==> src/rtl/nic8_mem_arbiter.sv <==
// nic8 RAM arbiter: shares the 256x8 RAM between the CPU and a loader, granting at fetch boundaries.
// Optional NIC8_ARB_STATS_EN adds saturating grant/stall counters.
module nic8_mem_arbiter #(
    parameter int unsigned MAX_BURST = 16
) (
    input  logic       clk,
    input  logic       rst_n,
    input  logic [7:0] cpu_addr,
    input  logic [7:0] cpu_wdata,
    input  logic       cpu_we,
    input  logic       cpu_fetch,
    output logic       cpu_hold,
    input  logic       ldr_req,
    output logic       ldr_gnt,
    input  logic [7:0] ldr_addr,
    input  logic [7:0] ldr_wdata,
    input  logic       ldr_we,
    output logic [7:0] ldr_rdata,
    output logic [7:0] ram_addr,
    output logic [7:0] ram_wdata,
    output logic       ram_we,
    input  logic [7:0] ram_rdata,
    output logic [7:0] cpu_rdata
`ifdef NIC8_ARB_STATS_EN
    ,
    output logic [7:0]  stat_grants,
    output logic [15:0] stat_stall
`endif
);

    typedef enum logic [1:0] {
        ST_CPU     = 2'd0,
        ST_DRAIN   = 2'd1,
        ST_LDR     = 2'd2,
        ST_RELEASE = 2'd3
    } arb_state_t;

    localparam logic [7:0] BURST_LAST = 8'(MAX_BURST - 1);

    arb_state_t state_r;
    logic [7:0] burst_cnt_r;
    logic       owed_r;

    // Arbitration FSM with registered hold/grant outputs.
    always_ff @(posedge clk or negedge rst_n) begin
        if (!rst_n) begin
            state_r     <= ST_CPU;
            cpu_hold    <= 1'b0;
            ldr_gnt     <= 1'b0;
            burst_cnt_r <= 8'd0;
            owed_r      <= 1'b0;
        end else begin
            case (state_r)
                ST_CPU: begin
                    cpu_hold <= 1'b0;
                    ldr_gnt  <= 1'b0;
                    if (cpu_fetch) begin
                        owed_r <= 1'b0;
                    end
                    // owed blocks the request until the CPU has started a fresh instruction
                    if (ldr_req && !owed_r) begin
                        state_r <= ST_DRAIN;
                    end
                end
                ST_DRAIN: begin
                    if (cpu_fetch) begin
                        owed_r <= 1'b0;
                    end
                    if (!ldr_req) begin
                        state_r <= ST_CPU;
                    end else if (cpu_fetch) begin
                        state_r     <= ST_LDR;
                        cpu_hold    <= 1'b1;
                        ldr_gnt     <= 1'b1;
                        burst_cnt_r <= 8'd0;
                    end
                end
                ST_LDR: begin
                    burst_cnt_r <= burst_cnt_r + 8'd1;
                    if (!ldr_req || (burst_cnt_r == BURST_LAST)) begin
                        state_r  <= ST_RELEASE;
                        cpu_hold <= 1'b0;
                        ldr_gnt  <= 1'b0;
                    end
                end
                ST_RELEASE: begin
                    state_r     <= ST_CPU;
                    cpu_hold    <= 1'b0;
                    ldr_gnt     <= 1'b0;
                    burst_cnt_r <= 8'd0;
                    owed_r      <= ldr_req;
                end
                default: begin
                    state_r  <= ST_CPU;
                    cpu_hold <= 1'b0;
                    ldr_gnt  <= 1'b0;
                end
            endcase
        end
    end

    // RAM port mux driven only from registered state; RELEASE is a dead cycle for writes.
    always_comb begin
        ram_addr  = cpu_addr;
        ram_wdata = cpu_wdata;
        ram_we    = 1'b0;
        case (state_r)
            ST_LDR: begin
                ram_addr  = ldr_addr;
                ram_wdata = ldr_wdata;
                ram_we    = ldr_we & ldr_gnt;
            end
            ST_RELEASE: begin
                ram_we = 1'b0;
            end
            default: begin
                ram_we = cpu_we & ~cpu_hold;
            end
        endcase
    end

    assign ldr_rdata = ldr_gnt  ? ram_rdata : 8'h00;
    assign cpu_rdata = cpu_hold ? 8'h00 : ram_rdata;

`ifdef NIC8_ARB_STATS_EN
    // Saturating counters of loader grants and CPU stall cycles.
    always_ff @(posedge clk or negedge rst_n) begin
        if (!rst_n) begin
            stat_grants <= 8'h00;
            stat_stall  <= 16'h0000;
        end else begin
            if ((state_r == ST_DRAIN) && ldr_req && cpu_fetch && (stat_grants != 8'hFF)) begin
                stat_grants <= stat_grants + 8'h01;
            end
            if (cpu_hold && (stat_stall != 16'hFFFF)) begin
                stat_stall <= stat_stall + 16'h0001;
            end
        end
    end
`endif

endmodule
==> config.mk <==
export PLATFORM = sky130hd
export DESIGN_NAME = nic8_mem_arbiter
export DESIGN_NICKNAME = d
export VERILOG_FILES = /design/src/rtl/nic8_mem_arbiter.sv
export SDC_FILE = /design/constraint.sdc
export NUM_CORES = 1
export LEC_CHECK = 0
export ABC_AREA = 1
export CAP_MARGIN = 0
export CORE_MARGIN = 5
export CORE_UTILIZATION = 25
export CTS_BUF_LIST = sky130_fd_sc_hd__clkbuf_8
export CTS_CLUSTER_DIAMETER = 30
export DETAILED_ROUTE_END_ITERATION = 10
export SLEW_MARGIN = 40
export SYNTH_ARGS = -nofsm -noshare
export SYNTH_HDL_FRONTEND = slang
export SYNTH_SLANG_ARGS = --single-unit
==> constraint.sdc <==
create_clock -name clk -period 1.7 [get_ports clk]
set_clock_uncertainty 0.2 [all_clocks]
set_input_delay 0.34 -clock clk [delete_from_list [all_inputs] [get_ports clk]]
set_output_delay 0.34 -clock clk [all_outputs]
set_load 0.02 [all_outputs]
# Word-level counts from Yosys, hierarchy flattened
# Cells that the tools add are included.
[word_totals]
register_bits = 12
in_bits = 46
word_cells = 50
[op_classes]
n_eq_ne = 10
reduce_logical = 13
mux = 19
addsub = 1
bitwise_logic = 3
[op_table]
columns = ["op", "count"]
rows = [
  ["8-bit 2-to-1 mux", 6],
  ["8-bit one-hot mux with 3 select lines", 1],
  ["3-bit AND reduction", 3],
  ["8-bit by 1-bit adder with 8-bit output (second input constant)", 1],
  ["8-bit by 4-bit equality test with 1-bit output (second input constant)", 1],
  ["2-bit 2-to-1 mux", 4],
  ["2-bit inequality test (second input constant)", 4],
  ["2-bit one-hot mux with 4 select lines", 1],
  ["2-bit equality test (second input constant)", 2],
  ["1-bit 2-to-1 mux", 4],
  ["1-bit one-hot mux with 2 select lines", 2],
  ["2-bit OR reduction", 2],
  ["3-bit inequality test (second input constant)", 1],
  ["1-bit one-hot mux with 3 select lines", 1],
  ["3-bit nonzero test", 1],
  ["1-bit AND", 2],
  ["2-bit by 1-bit equality test with 1-bit output (second input constant)", 1],
  ["1-bit zero test", 2],
  ["2-bit zero test", 1],
  ["2-bit by 1-bit inequality test with 1-bit output (second input constant)", 1],
  ["2-bit AND reduction", 1],
  ["2-bit nonzero test", 1],
  ["1-bit logical AND", 1],
  ["1-bit logical OR", 1],
  ["1-bit inverter", 1],
]

# Logic depth before layout (Yosys ltp)
[logic_depth]
depth_word = 4
depth_mapped = 7
ltp_nobuf = 7

# Worst setup path after synthesis
# No wires, ideal clock.
[synth_path]
path_type = "flip-flop to output port"
from = "reg ldr_gnt (netlist name)"
to = "out cpu_rdata[0]"
t_required_ns = 1.160
setup_slack_ns = 0.037
stages_incl_launch_ff = 4
arrival_ns = 1.123
path_cell_list = "dfrtp_1 buf_2 buf_2 nor2_1"
[synth_rtl]
columns = ["element", "line", "text"]
rows = [
  ["end, declared", "23", "output logic [7:0] cpu_rdata"],
]

==> results.yml <==
timing:
  tightest_slew_ns: 0.332
  max_slew_margin_pct: 77.8
  whs_ns: 0.204
  max_freq_mhz: 544
  setup_viol: 17
  hold_violations: 0
  period_minus_slack_ns: 1.84
  fin_ws_ns: -0.138
  timing.final.crit_share_pct: 108
  rsz0062_at_grt: "yes"
  finalMaxSlewViolations: 0
route:
  viasPerCell: 4.23
  drc: 0
  finalWirelength_microns: 3410
  first_iter_violations: 14
  routedWlPerCell_microns: 10.4
  ant_nets: 0
  drt_first_pass_iters: 4
  num_vias: 1380
logic_synthesis:
  synth_area_leaders: "nand2_1, dfrtp_1, inv_1"
  synth_top_family_by_area: "simple AND/OR/NAND/NOR gates"
  synthXorXnorAreaFrac_pct: 0.840
  synth_mux_area_share_pct: 0
  synth.top_cell.area_share_pct: 29.9
  ys_types: 23
  synth-simple-area-share_pct: 46.3
  ys_ff_latch: 12
  synth_warnings: 0
  synth_fa_ha_area_share_pct: 1.20
  syn_inst: 179
  syn-cell-area_sq_um: 1040
  syn_nets: 226
  synth.yosys.seq_area_share_pct: 28.8
  syn_avg_cell_area_sq_um: 5.82
  yosysTopAreaCell: "nand2_1"
  synth_compound_area_share_pct: 8.16
placed_design:
  finalWeightedCongestion: 0.759
  dpl.hpwl_microns: 2660
  placed_area_sq_um: 1970
  portBuffers: 80
global_route:
  grt_first_pass_wirelength_microns: 5330
  antenna_found_initial: 0
  grt-ovfl-total: 0
  track_usage_pct: 12.3
  grt_pass1_vias: 1290
  grt_max_degree: 17
layout:
  drive_gt1_share_pct: 31.5
  syn2layout_area_growth_pct: 103
  diodes: 0
  finish.utilization_pct: 52.6
  fill_cells: 407
  design_area_sq_um: 2120
  fin_nets: 325
worst_setup_path:
  cpMaxStageDelayCell: "dfrtp_2"
  slowest_delay_ns: 0.44
  cp.required_ns: 1.16
  critPathLaunchType: "flop"
  crit_family: "flip-flops"
  cp.buffers_inverters: 3
  end_kind: "output pin"
  arrival_ns: 1.30
  crit_fanout: 8
  path_class: "reg -> out"
  crit_chain: "nand2_8 > buf_6 > clkinv_8 > nand2_1 > nand2_1 > buf_6"
clock_tree:
  clockRootBuffer: "clkbuf_8"
  h-tree-depth: 1
  clk_latency_ns: 0.24
  cts_inserted_buffers: 3
  cts_buffer_depth: 2
  cts_tree: "done"
  cts_hold_buf: 0
  path_clk_slew_ns: 0.05
  clkSinkCount: 12
floorplanning:
  start_util_pct: 25.9
  num_rows: 23
  die_y_microns: 74.6
  die_area_sq_um: 5560
  io-pin-count: 81
  fp.coreArea_sq_um: 4030
  die_x_microns: 74.6
run:
  maxCapViolCount: 0
hold_path:
  holdCritPathClass: "in -> async"
pwr:
  vdd_drop_max_mv: 0.625
  p_leak_uw: 0.00118
  power_density_nw_per_um2: 1230
status:
  violations: "setup timing"
  outcome: "complete, but fails checks"
cell families after synthesis:
family          count (synthesis)
fa+ha+maj                       1
compound gates                 13
flops                          12
xor+xnor                        1
buf+inv                        34
simple gates                  118
per-stage QoR:
step | TNS [ns] | setup WS (ns) | power (uW) | std cells
finish | -1.46 | -0.138 | 2600 | 326
global route | -2.77 | -0.207 | 2820 | 326
CTS | -1.78 | -0.187 | 2500 | 325
detailed placement | -11.94 | -0.400 | 2100 | 316
global placement | -11.74 | -0.394 | 2100 | 316
floorplan | 0 | 0.0367 | 1300 | 179
registers in the layout, summed over array words and instances (netlist names), named ones only:
name,count
ldr_gnt,1
state_r,1
burst_cnt_r,8
owed_r,1
final timing paths:
kind	startpoint	end	slack, ns	cells past startpoint
worst min register to register	burst_cnt_r[1]$_DFFE_PN0P_	burst_cnt_r[1]$_DFFE_PN0P_	0.33	1
max in group asynchronous	rst_n	async pin	0.93	2
min in group clk	burst_cnt_r[1]$_DFFE_PN0P_	burst_cnt_r[1]$_DFFE_PN0P_	0.33	1
worst min-delay path	rst_n	burst_cnt_r[7]$_DFFE_PN0P_	0.20	2
worst max-delay path	flop	ram_wdata[4]	-0.14	6
worst max register to register	state_r[0]$_DFFE_PN0P_	burst_cnt_r[3]$_DFFE_PN0P_	0.20	7
layout make-up:
cell class | count | area (sq um) | area share, %
multi-input combinational | 133 | 661 | 31.2
clock buffer | 3 | 41.3 | 1.95
sequential | 12 | 302 | 14.2
tap | 50 | 62.6 | 2.95
inverter | 28 | 113 | 5.31
timing repair inverter | 1 | 16.3 | 0.767
timing repair buffer | 99 | 926 | 43.7
worst reg2reg max path: cells and delay by family (launching register included):
family / cells / cell delay [ns]
flops: 1 / 0.35
buf+inv: 3 / 0.34
compound gates: 1 / 0.26
simple gates: 3 / 0.23
what timing repair did:
action | CTS | global route
setup buffers | 3 | 1
endpoints found under the hold margin | 0 | 0
endpoints found under the setup margin | 35 | 20
cloned | 3 | 0
resized for setup | 161 | 36
pin swaps | 1 | 7
power by group:
part | internal, uW | switching [uW] | leakage [uW] | total (uW)
sequential | 352 | 57.0 | 0.000161 | 409
combinational | 909 | 1030 | 0.00100 | 1940
clock | 156 | 104 | 0.0000216 | 260
metal layers:
layer	part of all wire, %	up-vias	GRT usage, %
met3	15	4	6.08
met1	37	571	13.3
met2	46	69	20.7
li1	-	736	-
met5	0	-	0
met4	1.3	0	4.74
cells in the mapped netlist, drive strengths merged:
master	n
nand2	86
inv	28
nor2	19
dfrtp	12
nand3	12
o21ai	8
buf	6
a21oi	2
a22o	1
ha	1
nand4	1
o211ai	1
o21bai	1
xor2	1
cell usage in the layout, fill, tap and decap left out, types with 2 or more instances in the layout:
| cell type | instances |
|---|---|
| a21oi_1 | 2 |
| buf_16 | 2 |
| buf_2 | 18 |
| buf_4 | 16 |
| buf_6 | 15 |
| clkbuf_8 | 3 |
| clkdlybuf4s50_1 | 44 |
| dfrtp_1 | 11 |
| inv_1 | 25 |
| inv_2 | 2 |
| nand2_1 | 64 |
| nand2_2 | 18 |
| nand2_4 | 3 |
| nand3_1 | 10 |
| nand3_2 | 2 |
| nor2_1 | 19 |
| o21ai_0 | 4 |
| o21ai_2 | 3 |
(Power assumes the default switching activity.)
